[config.mk]
export PLATFORM = sky130hd
export DESIGN_NAME = math_sub_96
export DESIGN_NICKNAME = d
export VERILOG_FILES = /design/src/rtl/math_sub_96.sv
export SDC_FILE = /design/constraint.sdc
export NUM_CORES = 1
export LEC_CHECK = 0
export CAP_MARGIN = 10
export CORE_MARGIN = 1
export CORE_UTILIZATION = 52
export DETAILED_ROUTE_END_ITERATION = 6
export PLACE_DENSITY = 0.79
export SLEW_MARGIN = 20
export SYNTH_ARGS = -nofsm -noshare
export SYNTH_HDL_FRONTEND = slang
export SYNTH_SLANG_ARGS = --single-unit
[constraint.sdc]
create_clock -name clk -period 5 [get_ports clk]
set_input_delay 1 -clock clk [delete_from_list [all_inputs] [get_ports clk]]
set_output_delay 1 -clock clk [all_outputs]
set_load 0.1 [all_outputs]
[src/rtl/math_sub_96.sv]
// -----------------------------------------------------------------------------
// math_sub_96
//   Pipelined 96-bit unsigned subtractor with a 97-bit two's-complement result:
//   dout = {1'b0,dina} - {1'b0,dinb}. dout[96] set means dina < dinb.
//   The subtraction is split into two 48-bit slices. The carry out of the low
//   slice is registered and consumed by the high slice one stage later. Fixed
//   3-cycle latency with a valid qualifier that travels alongside the data.
//
//   Optional build macro: MATH_SUB_96_SAT_EN
//     When defined, a negative result is clamped at the output register:
//     dout[95:0] is forced to 0 and dout[96]=1 remains as the underflow flag.
//
// Parameters
//   LATENCY    : pipeline depth, fixed at 3 (any other value fails elaboration)
//
// Ports
//   clk        : system clock, rising edge
//   rst        : synchronous active-high reset
//   din_valid  : dina/dinb qualify this cycle
//   dina       : 96-bit unsigned minuend
//   dinb       : 96-bit unsigned subtrahend
//   dout_valid : dout qualifies this cycle
//   dout       : 97-bit two's-complement difference
// -----------------------------------------------------------------------------
module math_sub_96 #(
  parameter int LATENCY = 3
) (
  input  logic        clk,
  input  logic        rst,
  input  logic        din_valid,
  input  logic [95:0] dina,
  input  logic [95:0] dinb,
  output logic        dout_valid,
  output logic [96:0] dout
);

  if (LATENCY != 3) begin : g_latency_check
    $error("math_sub_96: LATENCY is fixed at 3");
  end

`ifdef MATH_SUB_96_SAT_EN
  // Unsigned floor at zero; the sign bit is kept as an underflow flag.
  function automatic logic [96:0] clamp_underflow(input logic [96:0] d);
    if (d[96]) return {1'b1, 96'd0};
    return d;
  endfunction
`endif

  logic [95:0] a_p0;
  logic [95:0] b_p0;
  logic        vld_p0;

  logic [48:0] lo_sum;
  logic [47:0] lo_p1;
  logic        c_lo_p1;
  logic [47:0] a_hi_p1;
  logic [47:0] b_hi_p1;
  logic        vld_p1;

  logic [48:0] hi_sum;
  logic [96:0] raw_diff;
  logic [96:0] res_diff;
  logic [96:0] dout_p2;
  logic        vld_p2;
  logic        live_p2;

  // ---- Stage 1: input capture ----
  always_ff @(posedge clk) begin
    a_p0 <= dina;
    b_p0 <= dinb;
    if (rst) vld_p0 <= 1'b0;
    else     vld_p0 <= din_valid;
  end

  // ---- Stage 2: low slice, a + ~b + 1 ----
  assign lo_sum = {1'b0, a_p0[47:0]} + {1'b0, ~b_p0[47:0]} + 49'd1;

  always_ff @(posedge clk) begin
    lo_p1   <= lo_sum[47:0];
    c_lo_p1 <= lo_sum[48];
    a_hi_p1 <= a_p0[95:48];
    b_hi_p1 <= b_p0[95:48];
    if (rst) vld_p1 <= 1'b0;
    else     vld_p1 <= vld_p0;
  end

  // ---- Stage 3: high slice with registered carry-in ----
  // No carry out of the high slice means a borrow, i.e. a negative result.
  assign hi_sum   = {1'b0, a_hi_p1} + {1'b0, ~b_hi_p1} + {48'd0, c_lo_p1};
  assign raw_diff = {~hi_sum[48], hi_sum[47:0], lo_p1};

`ifdef MATH_SUB_96_SAT_EN
  assign res_diff = clamp_underflow(raw_diff);
`else
  assign res_diff = raw_diff;
`endif

  // dout is held at zero after reset until the first valid result arrives, so
  // garbage flowing through the unreset data stages never becomes visible.
  // Once a valid result has been seen the data path updates every cycle.
  always_ff @(posedge clk) begin
    if (rst) begin
      vld_p2  <= 1'b0;
      live_p2 <= 1'b0;
      dout_p2 <= '0;
    end else begin
      vld_p2 <= vld_p1;
      if (vld_p1) live_p2 <= 1'b1;
      if (vld_p1 || live_p2) dout_p2 <= res_diff;
    end
  end

  assign dout_valid = vld_p2;
  assign dout       = dout_p2;

endmodule

==> results_dict.tcl, run 1 <==
set metrics [dict create \
    status "finished, final reports clean" \
    crit_arrival_ps 2120 \
    num_rows 64 \
    cp.required_ps 4000 \
    startpoint_type "register" \
    slew_headroom_pct 28.8 \
    yosysSeqAreaShare_pct 54.0 \
    synth_area_per_cell_sq_um 9.83 \
    min_from "a_p0[74]" \
    cellLeakagePower_uw 0.00894 \
    syn_nets 1946 \
    timing_hold_violations_final 0 \
    clk_transition_reported_paths_ps 60 \
    seq_area_sq_um 8770 \
    clock-sinks 438 \
    seqPwrFrac_pct 41.7 \
    critical-path-slowest-cell "clkdlybuf4s50_1" \
    grt_pass1_vias 12580 \
    fmax_mhz 320 \
    setup_tns_ps 0 \
    max_stage_delay_ps 1170 \
    route.met2.wl_mm 19.6 \
    place_area_sq_um 19400 \
    syn-cell-area_sq_um 16200 \
    pre_cts_slack_ps 1900 \
    path_buf_inv 1 \
    synth_edf_count 0 \
    wl_per_cell_microns 17.1 \
    place_congestion 0.951 \
    grt_max_degree 88 \
    areaGrowthSynthToFinish_pct 29.7 \
    cp_max_fo 2 \
    finish.utilization_pct 68.7 \
    fin_area_sq_um 21100 \
    die_w_microns 179 \
    multi_input_area_sq_um 6720 \
    io_pins 293 \
    portBuffers 292 \
    nets 2222 \
    drt_iter0_markers 964 \
    antenna_found_initial 12 \
    tightest_slew_ps 1060 \
    setup_violations 0 \
    p_switching_uw 2610 \
    ys_top_cells_by_area "dfxtp_1, ha_1, a21oi_1, nand2_1, inv_1" \
    finalPower_uw 9310 \
    cts_tree "done" \
    clkPwrFrac_pct 39.4 \
    ys_async_sr_fraction_pct 0 \
    dr.pass1.iters 5 \
    critical_path_class "register to output pin" \
    cp_cell_sequence "clkdlybuf4s50_1" \
    netlist_instances 1653 \
    cap_violations 0 \
    critPathTopFamily "buffers and inverters" \
    ys.flop_type "dfxtp_1" \
    grt_util_all_layers_pct 25.0 \
    ant_nets 0 \
    final_cell_mix "dfxtp_1, clkdlybuf4s50_1, nand2_1" \
    fill_cells 2288 \
    coreArea_sq_um 30700 \
    highest_layer "met5" \
    yosys_warnings 0 \
    grt_overflow 0 \
    hold_buffers 0 \
    layout-drive-gt1-share_pct 6.62 \
    wl_mm 40.5 \
    period_share_pct 62.4 \
    post-route-min-period_ps 3120 \
    startpoint "dout[20]" \
    wl_met1_mm 16.7 \
    grt_pass1_wl_mm 63.0 \
    slew_violations 0 \
    synth_top_area_share_pct 54.0 \
    peakVddDrop_v 0.000294 \
    clk_path_buf_depth 3 \
    initial_core_util_pct 53.0 \
    die_h_microns 179 \
    layout_commonest_cell "dfxtp_1" \
    ys_ff_latch 438 \
    cts-root-buf "clkbuf_16" \
    cts_setup_buffers 0 \
    cts_resized 0 \
    layout_setup_ws_ps 1880 \
    vias 12551 \
    die_area_sq_um 31900 \
    routed_via_density 5.30 \
    combinationalPowerShare_pct 18.9 \
    rsz0062_at_grt "no" \
    cts_inserted_buffers 43 \
    intPower_uw 6700 \
    synth_cell_types 83 \
    switching_share_pct 28.1 \
    dr_wl_met3_mm 3.00 \
    fin_worst_skew_ps 16.3 \
    dp_hpwl_mm 29.0 \
    pwr_density_cell_nw_per_um2 442 \
    htreeDepth 2 \
    synth_top_cell_by_area "dfxtp_1" \
    crit_path_end_kind "output pin" \
    clkLatencyLatePin_ps 540 \
    drc 0 \
    r2r_start "c_lo_p1" \
    hp-class "register to register" \
]
[cells by family after synthesis]
logic type               after synthesis  synth area share (%)
multiplexers                           2                 0.123
buffers and inverters                186                  4.70
AO/OA/AOI/OAI                        423                  17.2
AND/OR/NAND/NOR                      427                  12.0
XOR/XNOR                              79                  4.26
adder cells (fa/ha/maj)               98                  7.69
flip-flops                           438                  54.0
[cell type report]
cell class | count | area share (%)
clock inverter | 25 | 2.06
sequential | 438 | 41.6
inverter | 122 | 2.17
tap | 396 | 2.35
antenna | 6 | 0.0713
clock buffer | 55 | 5.81
multi-input combinational | 1029 | 31.9
timing repair buffer | 295 | 14.0
[worst paths after layout]
path	endpoint	slack, ps	cells after the start
setup reg to reg	dout[94]	1890	13
hold reg to reg	a_hi_p1[26]	320	0
setup / recovery	dout[20]	1880	1
hold / removal	a_hi_p1[26]	320	0
[metal layers]
layer  GRT usage (%)  vias to the layer above
met5               0                        -
met4            8.12                       16
met3            6.06                       94
met2            43.9                      451
met1            29.7                     5803
li1                -                     6187
[synthesized netlist by cell type (5+ instances only)]
cell / count
nor2_1: 80
o21a_1: 9
a21o_1: 47
dfxtp_1: 438
xnor2_1: 44
nand4_1: 21
or2_2: 7
ha_1: 95
a211oi_1: 19
nand3_1: 34
and2_1: 8
xor2_1: 35
a21oi_1: 171
o21bai_1: 20
clkbuf_1: 46
nor3_1: 17
a21oi_2: 5
a31oi_1: 11
nand2b_1: 10
o21ai_0: 58
buf_2: 5
inv_1: 122
o21ai_1: 16
nand2_1: 206
o211ai_1: 6
o31ai_1: 5
and3_1: 6
nor2b_1: 9
[through the flow]
stage	hold WS [ps]	cells
after floorplan	310	1653
after global placement	313	2280
after detailed placement	312	2280
after CTS	324	2360
after global routing	332	2360
final	324	2366
[power groups by stage]
stage	Sequential (uW)	Combinational (uW)	Clock, uW
5_1_grt	3910	1880	3870
3_3_place_gp	3950	1720	0
4_1_cts	3880	1750	3730
3_5_place_dp	3950	1730	0
2_1_floorplan	4400	771	0
6_report	3880	1760	3670
[state kept, by name (all words and copies together), names as in the netlist]
name        flops
b_hi_p1        48
lo_p1          48
a_hi_p1        48
live_p2         1
c_lo_p1         1
dout           97
a_p0           96
vld_p1          1
b_p0           96
vld_p0          1
dout_valid      1
Note: power is estimated with default switching activity, not from simulation.
==> run 2, diff against run 1 <==
==> constraint.sdc (replaced) <==
create_clock -name clk -period 3.2 [get_ports clk]
set_input_delay 0.64 -clock clk [delete_from_list [all_inputs] [get_ports clk]]
set_output_delay 0.64 -clock clk [all_outputs]
set_load 0.1 [all_outputs]
==> run 2 against run 1 <==
Net effect: sequential power up 56%; core utilization down 1.1 points; critical path depth up 12; register-to-register slack worse by 1700 ps; worst setup slack worse by 1700 ps; critical path type is now register to register; critical endpoint is now dout[82]; largest cell class unchanged; highest routed layer unchanged.
==> results_dict.tcl, run 2 (same netlist as run 1, synthesis figures left out) <==
set metrics [dict create \
    crit_path_end_kind "register" \
    cts_inserted_buffers 42 \
    clk_transition_reported_paths_ps 60 \
    antenna_found_initial 14 \
    hp-class "register to register" \
    pwr_density_cell_nw_per_um2 677 \
    io_pins 293 \
    grt_max_degree 56 \
    finalPower_uw 14000 \
    die_w_microns 179 \
    critical_path_class "register to register" \
    r2r_start "c_lo_p1" \
    clock-sinks 438 \
    cp_max_fo 4 \
    whs_path_depth 0 \
    fmax_mhz 333 \
    startpoint "c_lo_p1" \
    crit_arrival_ps 3440 \
    min_from "b_p0[67]" \
    pre_cts_slack_ps 115 \
    nets 2229 \
    grt_util_all_layers_pct 24.1 \
    met1_usage_pct 28.7 \
    finish.utilization_pct 67.5 \
    drt_iter0_markers 939 \
    grtUsageMet3_pct 6.59 \
    coreArea_sq_um 30700 \
    path_buf_inv 2 \
    slew_headroom_pct 58.2 \
    final_cell_mix "dfxtp_1, nand2_1, clkdlybuf4s50_1" \
    reg2reg_setup_slack_ps 190 \
    r2r-end "dout[82]" \
    cp.required_ps 3630 \
    cp_cell_sequence "inv_1 > fa_1 > inv_1 > fa_1 > a211oi_2 > nor2_2 > o31ai_4 > o221ai_2 > a21o_1 > a221oi_4 > o221ai_1 > xor2_1 > a22o_1" \
    routed_via_density 5.27 \
    r2r_cells 13 \
    fill_cells 2355 \
    setup_violations 0 \
    htreeDepth 2 \
    die_area_sq_um 31900 \
    layout-drive-gt1-share_pct 11.7 \
    tightest_slew_ps 627 \
    startpoint_type "register" \
    grt.busiest_layer "met2" \
    max_stage_delay_ps 440 \
    timing_hold_violations_final 0 \
    areaGrowthSynthToFinish_pct 27.5 \
    cts_tree "done" \
    portBuffers 292 \
    rsz0062_at_grt "no" \
    whs_endpoint "b_hi_p1[19]" \
    cellLeakagePower_uw 0.00906 \
    status "finished, final reports clean" \
    setup_tns_ps 0 \
    cts-root-buf "clkbuf_16" \
    dp_hpwl_mm 29.1 \
    critPathTopFamily "compound AO/OA/AOI/OAI gates" \
    peakVddDrop_v 0.000447 \
    vias 12482 \
    ant_nets 0 \
    initial_core_util_pct 53.0 \
    layout_setup_ws_ps 195 \
    largest_register_ffs 97 \
    drc 0 \
    cap_violations 0 \
    grt_overflow 0 \
    wl_mm 39.2 \
    post-route-min-period_ps 3010 \
    dr.pass1.iters 5 \
    critical-path-slowest-cell "fa_1" \
    wl_per_cell_microns 16.5 \
    die_h_microns 179 \
    grt_pass1_wl_mm 61.0 \
    num_rows 64 \
    layout_commonest_cell "dfxtp_1" \
    met2_usage_pct 41.3 \
    grt_pass1_vias 12244 \
    clk_path_buf_depth 3 \
    fin_worst_skew_ps 17.5 \
    slew_violations 0 \
    hold_slack_ps 325 \
    period_share_pct 93.9 \
    place_congestion 0.922 \
    clkLatencyLatePin_ps 540 \
]
run 2: worst max path at each step:
stage | end | cells after the start
finish | dout[82] | 13
global placement | dout[92] | 13
detailed placement | dout[92] | 13
floorplan | dout[82] | 13
global route | dout[82] | 13
CTS | dout[92] | 13
run 2: area by class of cell:
cell class	count	area, sq um	area share (%)
antenna	6	15.0	0.0725
clock buffer	54	1170	5.63
clock inverter	22	324	1.56
inverter	122	458	2.21
multi-input combinational	1029	6730	32.5
sequential	438	8770	42.3
tap	396	495	2.39
timing repair buffer	303	2760	13.3
run 2: worst reg2reg max path: cells and delay by family (launching register included):
family / cells / cell delay [ps]
simple gates: 1 / 120
xor+xnor: 1 / 170
flops: 1 / 300
compound gates: 7 / 1550
buf+inv: 2 / 130
fa+ha+maj: 2 / 640
run 2: report_power, final:
part,switching (uW),internal [uW],total (uW)
registers,164,5900,6060
logic,1790,936,2720
clock network,2080,3160,5240
run 2: through the flow:
stage	cells	instance area, sq um
2_1_floorplan	1653	16200
3_3_place_gp	2287	19200
4_1_cts	2363	20700
3_5_place_dp	2287	19200
6_report	2370	20700
5_1_grt	2365	20700
run 2: metal layers:
metal	up-vias	share of wire, %
met4	14	3.4
li1	6207	-
met2	450	47
met5	-	0.22
met1	5705	41
met3	106	8.2
run 2: timing repair:
action	4_1_cts	5_1_grt
resized for setup	0	2
hold buffers	0	0
buffers inserted	0	1
endpoints found under the setup margin	0	3
